[config.mk]
export PLATFORM = sky130hd
export DESIGN_NAME = ctrl_pipe
export DESIGN_NICKNAME = d
export VERILOG_FILES = /design/src/rtl/ctrl_pipe_pkg.sv /design/src/rtl/ctrl_pipe_stage_reg.sv /design/src/rtl/ctrl_pipe.sv
export SDC_FILE = /design/constraint.sdc
export NUM_CORES = 1
export LEC_CHECK = 0
export BUFFER_PORTS_ARGS = -buffer_cell sky130_fd_sc_hd__buf_2
export CORE_ASPECT_RATIO = 0.9
export CORE_MARGIN = 5
export CORE_UTILIZATION = 40
export CTS_BUF_LIST = sky130_fd_sc_hd__clkbuf_16
export CTS_CLUSTER_DIAMETER = 80
export DETAILED_ROUTE_END_ITERATION = 10
export HOLD_SLACK_MARGIN = 0.02
export MAX_ROUTING_LAYER = met4
export PLACE_DENSITY = 0.71
export SETUP_SLACK_MARGIN = 0.3
export SLEW_MARGIN = 0
export SYNTH_ARGS = -nofsm -noshare
export SYNTH_HDL_FRONTEND = slang
export SYNTH_SLANG_ARGS = --single-unit
[constraint.sdc]
create_clock -name clk -period 3.19 [get_ports clk]
set_input_delay 0.7975 -clock clk [delete_from_list [all_inputs] [get_ports clk]]
set_output_delay 0.7975 -clock clk [all_outputs]
set_load 0.01 [all_outputs]
[src/rtl/ctrl_pipe_pkg.sv]
// Shared constants for the control-signal pipeline: control bundle field
// positions and default geometry.
package ctrl_pipe_pkg;

    localparam int MEMTOREG    = 0;
    localparam int MEMWRITE    = 1;
    localparam int ALUSRC      = 2;
    localparam int REGDST      = 3;
    localparam int REGWRITE    = 4;
    localparam int ALUCTRL_LSB = 5;
    localparam int ALUCTRL_MSB = 7;
    localparam int HILODST     = 8;
    localparam int HILOWRITE   = 9;
    localparam int HILOREAD    = 10;
    localparam int DIV         = 13;

    localparam int CTRL_W_DEFAULT    = 14;
    localparam int MC_CYCLES_DEFAULT = 32;

endpackage

[src/rtl/ctrl_pipe_stage_reg.sv]
// One pipeline stage register: {valid, ctrl} with clear, hold and bubble
// select. Clear beats hold, hold beats bubble, bubble beats load.
module ctrl_stage_reg #(
    parameter int WIDTH = 15
) (
    input  logic             clk,
    input  logic             rst,
    input  logic             clear,
    input  logic             hold,
    input  logic             bubble,
    input  logic [WIDTH-1:0] d,
    output logic [WIDTH-1:0] q
);

    logic [WIDTH-1:0] data_q, data_d;

    // NOTE: a default-first assignment in always_comb prevents latch inference.
    always_comb begin
        data_d = data_q;
        if (clear)       data_d = '0;
        else if (hold)   data_d = data_q;
        else if (bubble) data_d = '0;
        else             data_d = d;
    end

    // NOTE: sequential state uses non-blocking assignments only.
    always_ff @(posedge clk or negedge rst) begin
        if (!rst) data_q <= '0;
        else      data_q <= data_d;
    end

    assign q = data_q;

endmodule

[src/rtl/ctrl_pipe.sv]
// Control bundle pipeline from decode through NSTG stages, with a per-stage
// hold chain and a multi-cycle interlock that pins stage 0 for divides.
module ctrl_pipe
    import ctrl_pipe_pkg::*;
#(
    parameter int W         = CTRL_W_DEFAULT,
    parameter int NSTG      = 3,
    parameter int MC_BIT    = DIV,
    parameter int MC_CYCLES = MC_CYCLES_DEFAULT
) (
    input  logic              clk,
    input  logic              rst,
    input  logic [W-1:0]      in_ctrl,
    input  logic              in_valid,
    input  logic [NSTG-1:0]   stall,
    input  logic [NSTG-1:0]   flush,
    output logic [NSTG*W-1:0] stage_ctrl,
    output logic [NSTG-1:0]   stage_valid,
    output logic              stall_up,
    output logic              mc_busy
);

    localparam int CW = $clog2(MC_CYCLES) + 1;

    logic [CW-1:0]   cnt_q, cnt_d;
    logic [NSTG-1:0] hold;
    logic            acc;
    logic            mc_load;
    logic [W:0]      stage_q [NSTG];

    assign mc_busy  = (cnt_q != '0);
    assign stall_up = hold[0];

    // A stall anywhere downstream propagates back to every earlier stage.
    always_comb begin
        acc  = 1'b0;
        hold = '0;
        for (int k = NSTG - 1; k >= 0; k--) begin
            acc     = acc | stall[k];
            hold[k] = acc;
        end
        hold[0] = acc | mc_busy;
    end

    assign mc_load = !flush[0] && !hold[0] && in_valid && in_ctrl[MC_BIT]
                     && (MC_CYCLES > 1);

    always_comb begin
        cnt_d = cnt_q;
        if (flush[0])          cnt_d = '0;
        else if (mc_load)      cnt_d = CW'(MC_CYCLES - 1);
        else if (cnt_q != '0)  cnt_d = cnt_q - 1'b1;
    end

    always_ff @(posedge clk or negedge rst) begin
        if (!rst) cnt_q <= '0;
        else      cnt_q <= cnt_d;
    end

    for (genvar k = 0; k < NSTG; k++) begin : g_stage
        if (k == 0) begin : g_head
            // Invalid decode slots enter as all-zero so no stray write enables leak.
            ctrl_stage_reg #(.WIDTH(W + 1)) u_reg (
                .clk    (clk),
                .rst    (rst),
                .clear  (flush[0]),
                .hold   (hold[0]),
                .bubble (1'b0),
                .d      ({in_valid, in_valid ? in_ctrl : {W{1'b0}}}),
                .q      (stage_q[0])
            );
        end else begin : g_body
            ctrl_stage_reg #(.WIDTH(W + 1)) u_reg (
                .clk    (clk),
                .rst    (rst),
                .clear  (flush[k]),
                .hold   (hold[k]),
                .bubble (hold[k-1]),
                .d      (stage_q[k-1]),
                .q      (stage_q[k])
            );
        end
        assign stage_ctrl[k*W +: W] = stage_q[k][W-1:0];
        assign stage_valid[k]       = stage_q[k][W];
    end

endmodule
### After elaboration in Yosys (flattened, before gate mapping)

Cells that the tools add are included.
W data, S select, Z words.

| operators by class | value |
|---|---|
| multiplexer cells | 12 |
| multipliers | 0 |
| bitwise gates (word level) | 3 |
| shift-type cells | 0 |
| eq/ne operators | 3 |
| add/subtract/negate cells | 1 |
| reduce and logical (&&, ||, !) cells | 7 |
| divide/modulo/power cells | 0 |
| order comparisons | 0 |

Operators by type and width:

| cell | number |
|---|---|
| $mux W15 | 8 |
| $mux W6 | 3 |
| $mux W14 | 1 |
| $reduce_bool A6 Y1 | 1 |
| $sub A6 B1 Y6 const B | 1 |
| $ne A2 B2 Y1 const B | 2 |
| $logic_and A1 B1 Y1 | 3 |
| $or A1 B1 Y1 | 3 |
| $reduce_bool A3 Y1 | 1 |
| $logic_not A1 Y1 | 2 |
| $ne A2 B1 Y1 const B | 1 |

| word-level totals | value |
|---|---|
| memory bits (read-only) | 0 |
| RAM bits | 0 |
| word-level logic and storage cells | 30 |
| memories kept | 0 |
| bits in latches | 0 |
| output and inout bits | 47 |
| register bits | 51 |
| input port bits | 23 |

### Longest topological paths before layout

| depth | value |
|---|---|
| depth in word-level cells | 9 |
| gate-level depth with buffers | 7 |
| gate-level depth less buffers | 5 |

### Hierarchy

A second synthesis with hierarchy kept.

| second synthesis, totals | value |
|---|---|
| cell total of the unflattened synthesis | 155 |
| area, all modules | 2200.9 µm² |

By module, submodules not included:

| module | cells each | sequential area each (µm²) | times used | area an instance (µm²) |
|---|---|---|---|---|
| ctrl_stage_reg | 36 | 375.4 | 3 | 589.3 |
| ctrl_pipe | 47 | 150.1 | 1 | 432.9 |

### Worst setup path after synthesis

OpenSTA, ideal clock, no wires.

| timing | value |
|---|---|
| path type | input to output |
| from | input stall[0] |
| to | output stall_up |
| path buffers | 3 |
| stages on the path | 5 |
| slack | 0.497 ns |
| arrival | 1.895 ns |
| required time | 2.393 ns |
| path through | or3_1 > clkbuf_1 > or3_1 > buf_2 > buf_6 |

| between the ends | value |
|---|---|
| word-level cells in the longest chain between the ends | 2 |

RTL lines:

| what | RTL line | RTL |
|---|---|---|
| start, declared | ctrl_pipe.sv:15 | `input logic [NSTG-1:0] stall,` |
| $or A1 B1 Y1 | ctrl_pipe.sv:39 | `acc = acc \| stall[k];` |
| $or A1 B1 Y1 | ctrl_pipe.sv:42 | `hold[0] = acc \| mc_busy;` |
| end, declared | ctrl_pipe.sv:19 | `output logic stall_up,` |

Every way passes these cells.

### Worst setup path after layout

| timing | value |
|---|---|
| from | register cnt_q[0] |
| to | output stall_up |

| between the ends | value |
|---|---|
| word-level cells in the longest chain between the ends | 2 |

RTL lines:

| what | RTL line | RTL |
|---|---|---|
| start, declared | ctrl_pipe.sv:25 | `logic [CW-1:0] cnt_q, cnt_d;` |
| start signal, assigned | ctrl_pipe.sv:57 | `else cnt_q <= cnt_d;` |
| $reduce_bool A6 Y1 | ctrl_pipe.sv:31 | `assign mc_busy = (cnt_q != '0);` |
| $or A1 B1 Y1 | ctrl_pipe.sv:42 |  |

Every way passes these cells.

==> out/qor.txt <==
================================================================================
Detailed-route wire length                                               5450 um
First-pass iteration count of the detailed router                              4
Worst-Margin Slew                                                       0.873 ns
Yosys synthesis warning count                                                  0
Effective utilization at floorplan                                         0.418
Max rail drop VDD                                                         265 uV
Root Buffer Master                                                  sky130_fd_sc_hd__clkbuf_16
Setup tns final                                                             0 ns
Final Cycle Share                                                          0.875
Critical path capture point type                                      output pin
Number of design rule violations left after detail routing                     0
Adder and majority cell fraction of the synthesized area                 0.00563
Per-instance average area after synthesis                               11.1 um2
CP Max Fanout                                                                  4
Pwr per Cell Area                                                     611 nW/um2
Synthesis-stage register bit count                                            51
Height of the die                                                        80.7 um
Most area-consuming cells after synthesis                           sky130_fd_sc_hd__dfrtp_1 57%, sky130_fd_sc_hd__a22o_1 5.9%, sky130_fd_sc_hd__o311ai_0 5.5%
Via count of the routed design                                              1845
Leakage component of the power                                           1.44 nW
Worst reg-to-reg path cell count                                               6
Clock tree from TritonCTS                                                  built
Die width                                                                88.5 um
Number of antenna diodes                                                       0
Area of the core                                                        5320 um2
Clk pin slew, worst setup/hold paths                                     0.07 ns
Min-delay worst type                                                register to register
Startpoint of the worst-slack reg-to-reg timing path                cnt_q[0]$_DFFE_PN0P_
Number of failing hold endpoints at the final stage                            0
GRT Residual Overflow                                                          0
Final setup fails                                                              0
Multiplexer share of the synthesized area                                      0
Number of antenna violations at the first check in global routing              0
Largest net degree at the start of global routing                             52
First-pass GRT wire length                                               8840 um
Port-buffer cells                                                             69
Final design instance area without fill                                 2810 um2
H-tree levels                                                                  2
Timing-limited maximum frequency                                         358 MHz
Setup Crit Path Kind                                                register to output pin
Post-detailed-route via-to-cell ratio                                       5.52
Area added between synthesis and finish                                    26.7%
Count of nets after finishing                                                290
# fillers                                                                    474
Data arrival time at the worst-slack endpoint                            1.99 ns
Worst hold path depth                                                          1
Clock tree sinks                                                              51
Share of synthesized area occupied by flip-flops and latches               0.575
Count of boundary I/O pins                                                    70
Gate Count Post-Synth                                                        200
Simple-Gate Fraction of Synth Area                                         0.113
Setup repair after global routing missed its margin                        false
Status                                                              finished, final reports clean
Most repeated cell in the gate-level netlist after synthesis        sky130_fd_sc_hd__dfrtp_1
Hold Buf Count CTS                                                             0
Number of enable-type register cells in the synthesized netlist                0
HPWL after DPL                                                           3850 um
Cell type with the highest aggregate area in the netlist            sky130_fd_sc_hd__dfrtp_1
Leading post-synthesis cells by instance count                      51 x sky130_fd_sc_hd__dfrtp_1, 17 x sky130_fd_sc_hd__nor2_1, 16 x sky130_fd_sc_hd__inv_1, 15 x sky130_fd_sc_hd__a22o_1, 15 x sky130_fd_sc_hd__o31ai_1
Final Critical Period                                                    2.79 ns
Required time of the worst setup path                                    2.39 ns
Hold Startpoint                                                     cnt_q[0]$_DFFE_PN0P_
Max-capacitance violation count                                                0
Final Max Tran Viols                                                           0
Iteration-0 DRC Markers                                                       77
Summed instance area of the synthesized netlist                         2220 um2
Final hold slack                                                        0.517 ns
Max Clock Skew                                                        0.00535 ns
Total clock buffers created by CTS                                             5
Clock latency on the worst-skew pair                                     0.29 ns
Reg2Reg Setup Slack                                                      1.06 ns
Routed wire per std cell                                                 16.3 um
Library cells used by synthesis                                               32
Share of post-route cells with drive strength above 1                      0.345
Post-placement cell area                                                2610 um2
Placer's final routability congestion estimate                             0.845
Num rows                                                                      25
Worst Hold End                                                      cnt_q[0]$_DFFE_PN0P_
Area of the die                                                         7140 um2
Max-slew headroom                                                          0.416
Nets in the synthesized netlist                                              224
Post-synthesis xor/xnor area fraction                                    0.00789
Worst reg2reg path endpoint                                         g_stage[0].g_head.u_reg.q[14]$_DFFE_PN0P_
Area share of the largest cell type after synthesis                        0.575
Vias in the first global route                                              1743
Post-synthesis async set-or-reset flop share                                1.00
Compound-gate portion of the synthesized area                              0.237
Gr usage total                                                             0.160
Element type at the critical path start                                 register
Flip-flop cell with the highest count after synthesis               sky130_fd_sc_hd__dfrtp_1
Largest family of logic cells by synthesized area                   compound AO/OA/AOI/OAI gates
DRT antenna net count                                                          0
Number of buffers between clock root and the deepest sink                      2
================================================================================
## placed cells by master (no fill, tap or decap), types with 2 or more instances in the layout
cell / netlist / final
sky130_fd_sc_hd__o31ai_1: 15 / 15
sky130_fd_sc_hd__or3_1: 3 / 2
sky130_fd_sc_hd__buf_2: 2 / 69
sky130_fd_sc_hd__dfrtp_1: 51 / 51
sky130_fd_sc_hd__buf_4: 0 / 7
sky130_fd_sc_hd__nor2_1: 17 / 17
sky130_fd_sc_hd__a22oi_1: 4 / 4
sky130_fd_sc_hd__clkbuf_16: 0 / 5
sky130_fd_sc_hd__o311ai_0: 14 / 14
sky130_fd_sc_hd__a22o_1: 15 / 15
sky130_fd_sc_hd__nor3b_1: 11 / 11
sky130_fd_sc_hd__a211oi_1: 4 / 4
sky130_fd_sc_hd__inv_1: 16 / 16
sky130_fd_sc_hd__a221oi_1: 2 / 2
sky130_fd_sc_hd__a21oi_1: 12 / 12
sky130_fd_sc_hd__nor3_1: 2 / 2
sky130_fd_sc_hd__nand2_1: 2 / 2
## critical path, stage by stage, from the launching register on
cell	delay, ns
sky130_fd_sc_hd__dfrtp_1	0.40
sky130_fd_sc_hd__inv_1	0.07
sky130_fd_sc_hd__ha_2	0.20
sky130_fd_sc_hd__or4b_4	0.50
sky130_fd_sc_hd__or3_4	0.39
sky130_fd_sc_hd__buf_2	0.15
## per-stage QoR
stage	power, mW	instances	util	setup slack (ns)
2_1_floorplan	0.969	200	-	0.497
3_3_place_gp	1.06	323	0.491	0.460
3_5_place_dp	1.07	323	0.491	0.462
4_1_cts	1.72	334	0.528	0.353
5_1_grt	1.80	334	0.529	0.314
6_report	1.72	334	0.529	0.400
## timing repair
item | in CTS | in global routing
endpoints found under the setup margin | 1 | 1
resized for setup | 0 | 2
buffers inserted | 2 | 0
gates cloned | 1 | 0
## per-layer routing
metal | GRT usage | vias up | part of all wire
li1 | - | 888 | -
met1 | 0.216 | 900 | 0.46
met2 | 0.248 | 53 | 0.47
met3 | 0.0379 | 4 | 0.068
met4 | 0.0332 | 0 | 0.0061
met5 | - | - | 0
## power breakdown
group          internal [mW]  switching [mW]  leakage [nW]
Clock                  0.373           0.237        0.0804
Sequential             0.681          0.0629         0.707
Combinational          0.153           0.213         0.654
## cell families after synthesis
family | count (synthesis)
AO/OA/AOI/OAI | 69
XOR/XNOR | 2
adder cells (fa/ha/maj) | 1
buffers and inverters | 34
flip-flops | 51
AND/OR/NAND/NOR | 43
## layout make-up
type | count | area (um2) | area share
clock buffers | 5 | 125 | 0.0445
clock inverters | 3 | 46.3 | 0.0165
inverters | 16 | 60.1 | 0.0213
multi-input cells | 116 | 825 | 0.293
flip-flops and latches | 51 | 1280 | 0.454
well taps | 67 | 83.8 | 0.0298
repair buffers | 76 | 398 | 0.141
## worst max path at each step
stage                     depth (start not counted)  endpoint                  from  slack, ns
after floorplan                                   5  stall_up              stall[0]       0.50
after global placement                            4  stall_up              stall[1]       0.46
final                                             5  stall_up  cnt_q[0]$_DFFE_PN0P_       0.40
after global routing                              5  stall_up  cnt_q[0]$_DFFE_PN0P_       0.31
after CTS                                         5  stall_up  cnt_q[0]$_DFFE_PN0P_       0.35
after detailed placement                          4  stall_up              stall[1]       0.46
## sequential cells by signal, indices dropped and copies added (netlist names)
signal / flops
g_stage.g_head.u_reg.q: 15
g_stage.g_body.u_reg.q: 30
cnt_q: 6
No activity file was read; power rests on OpenSTA's default activity.
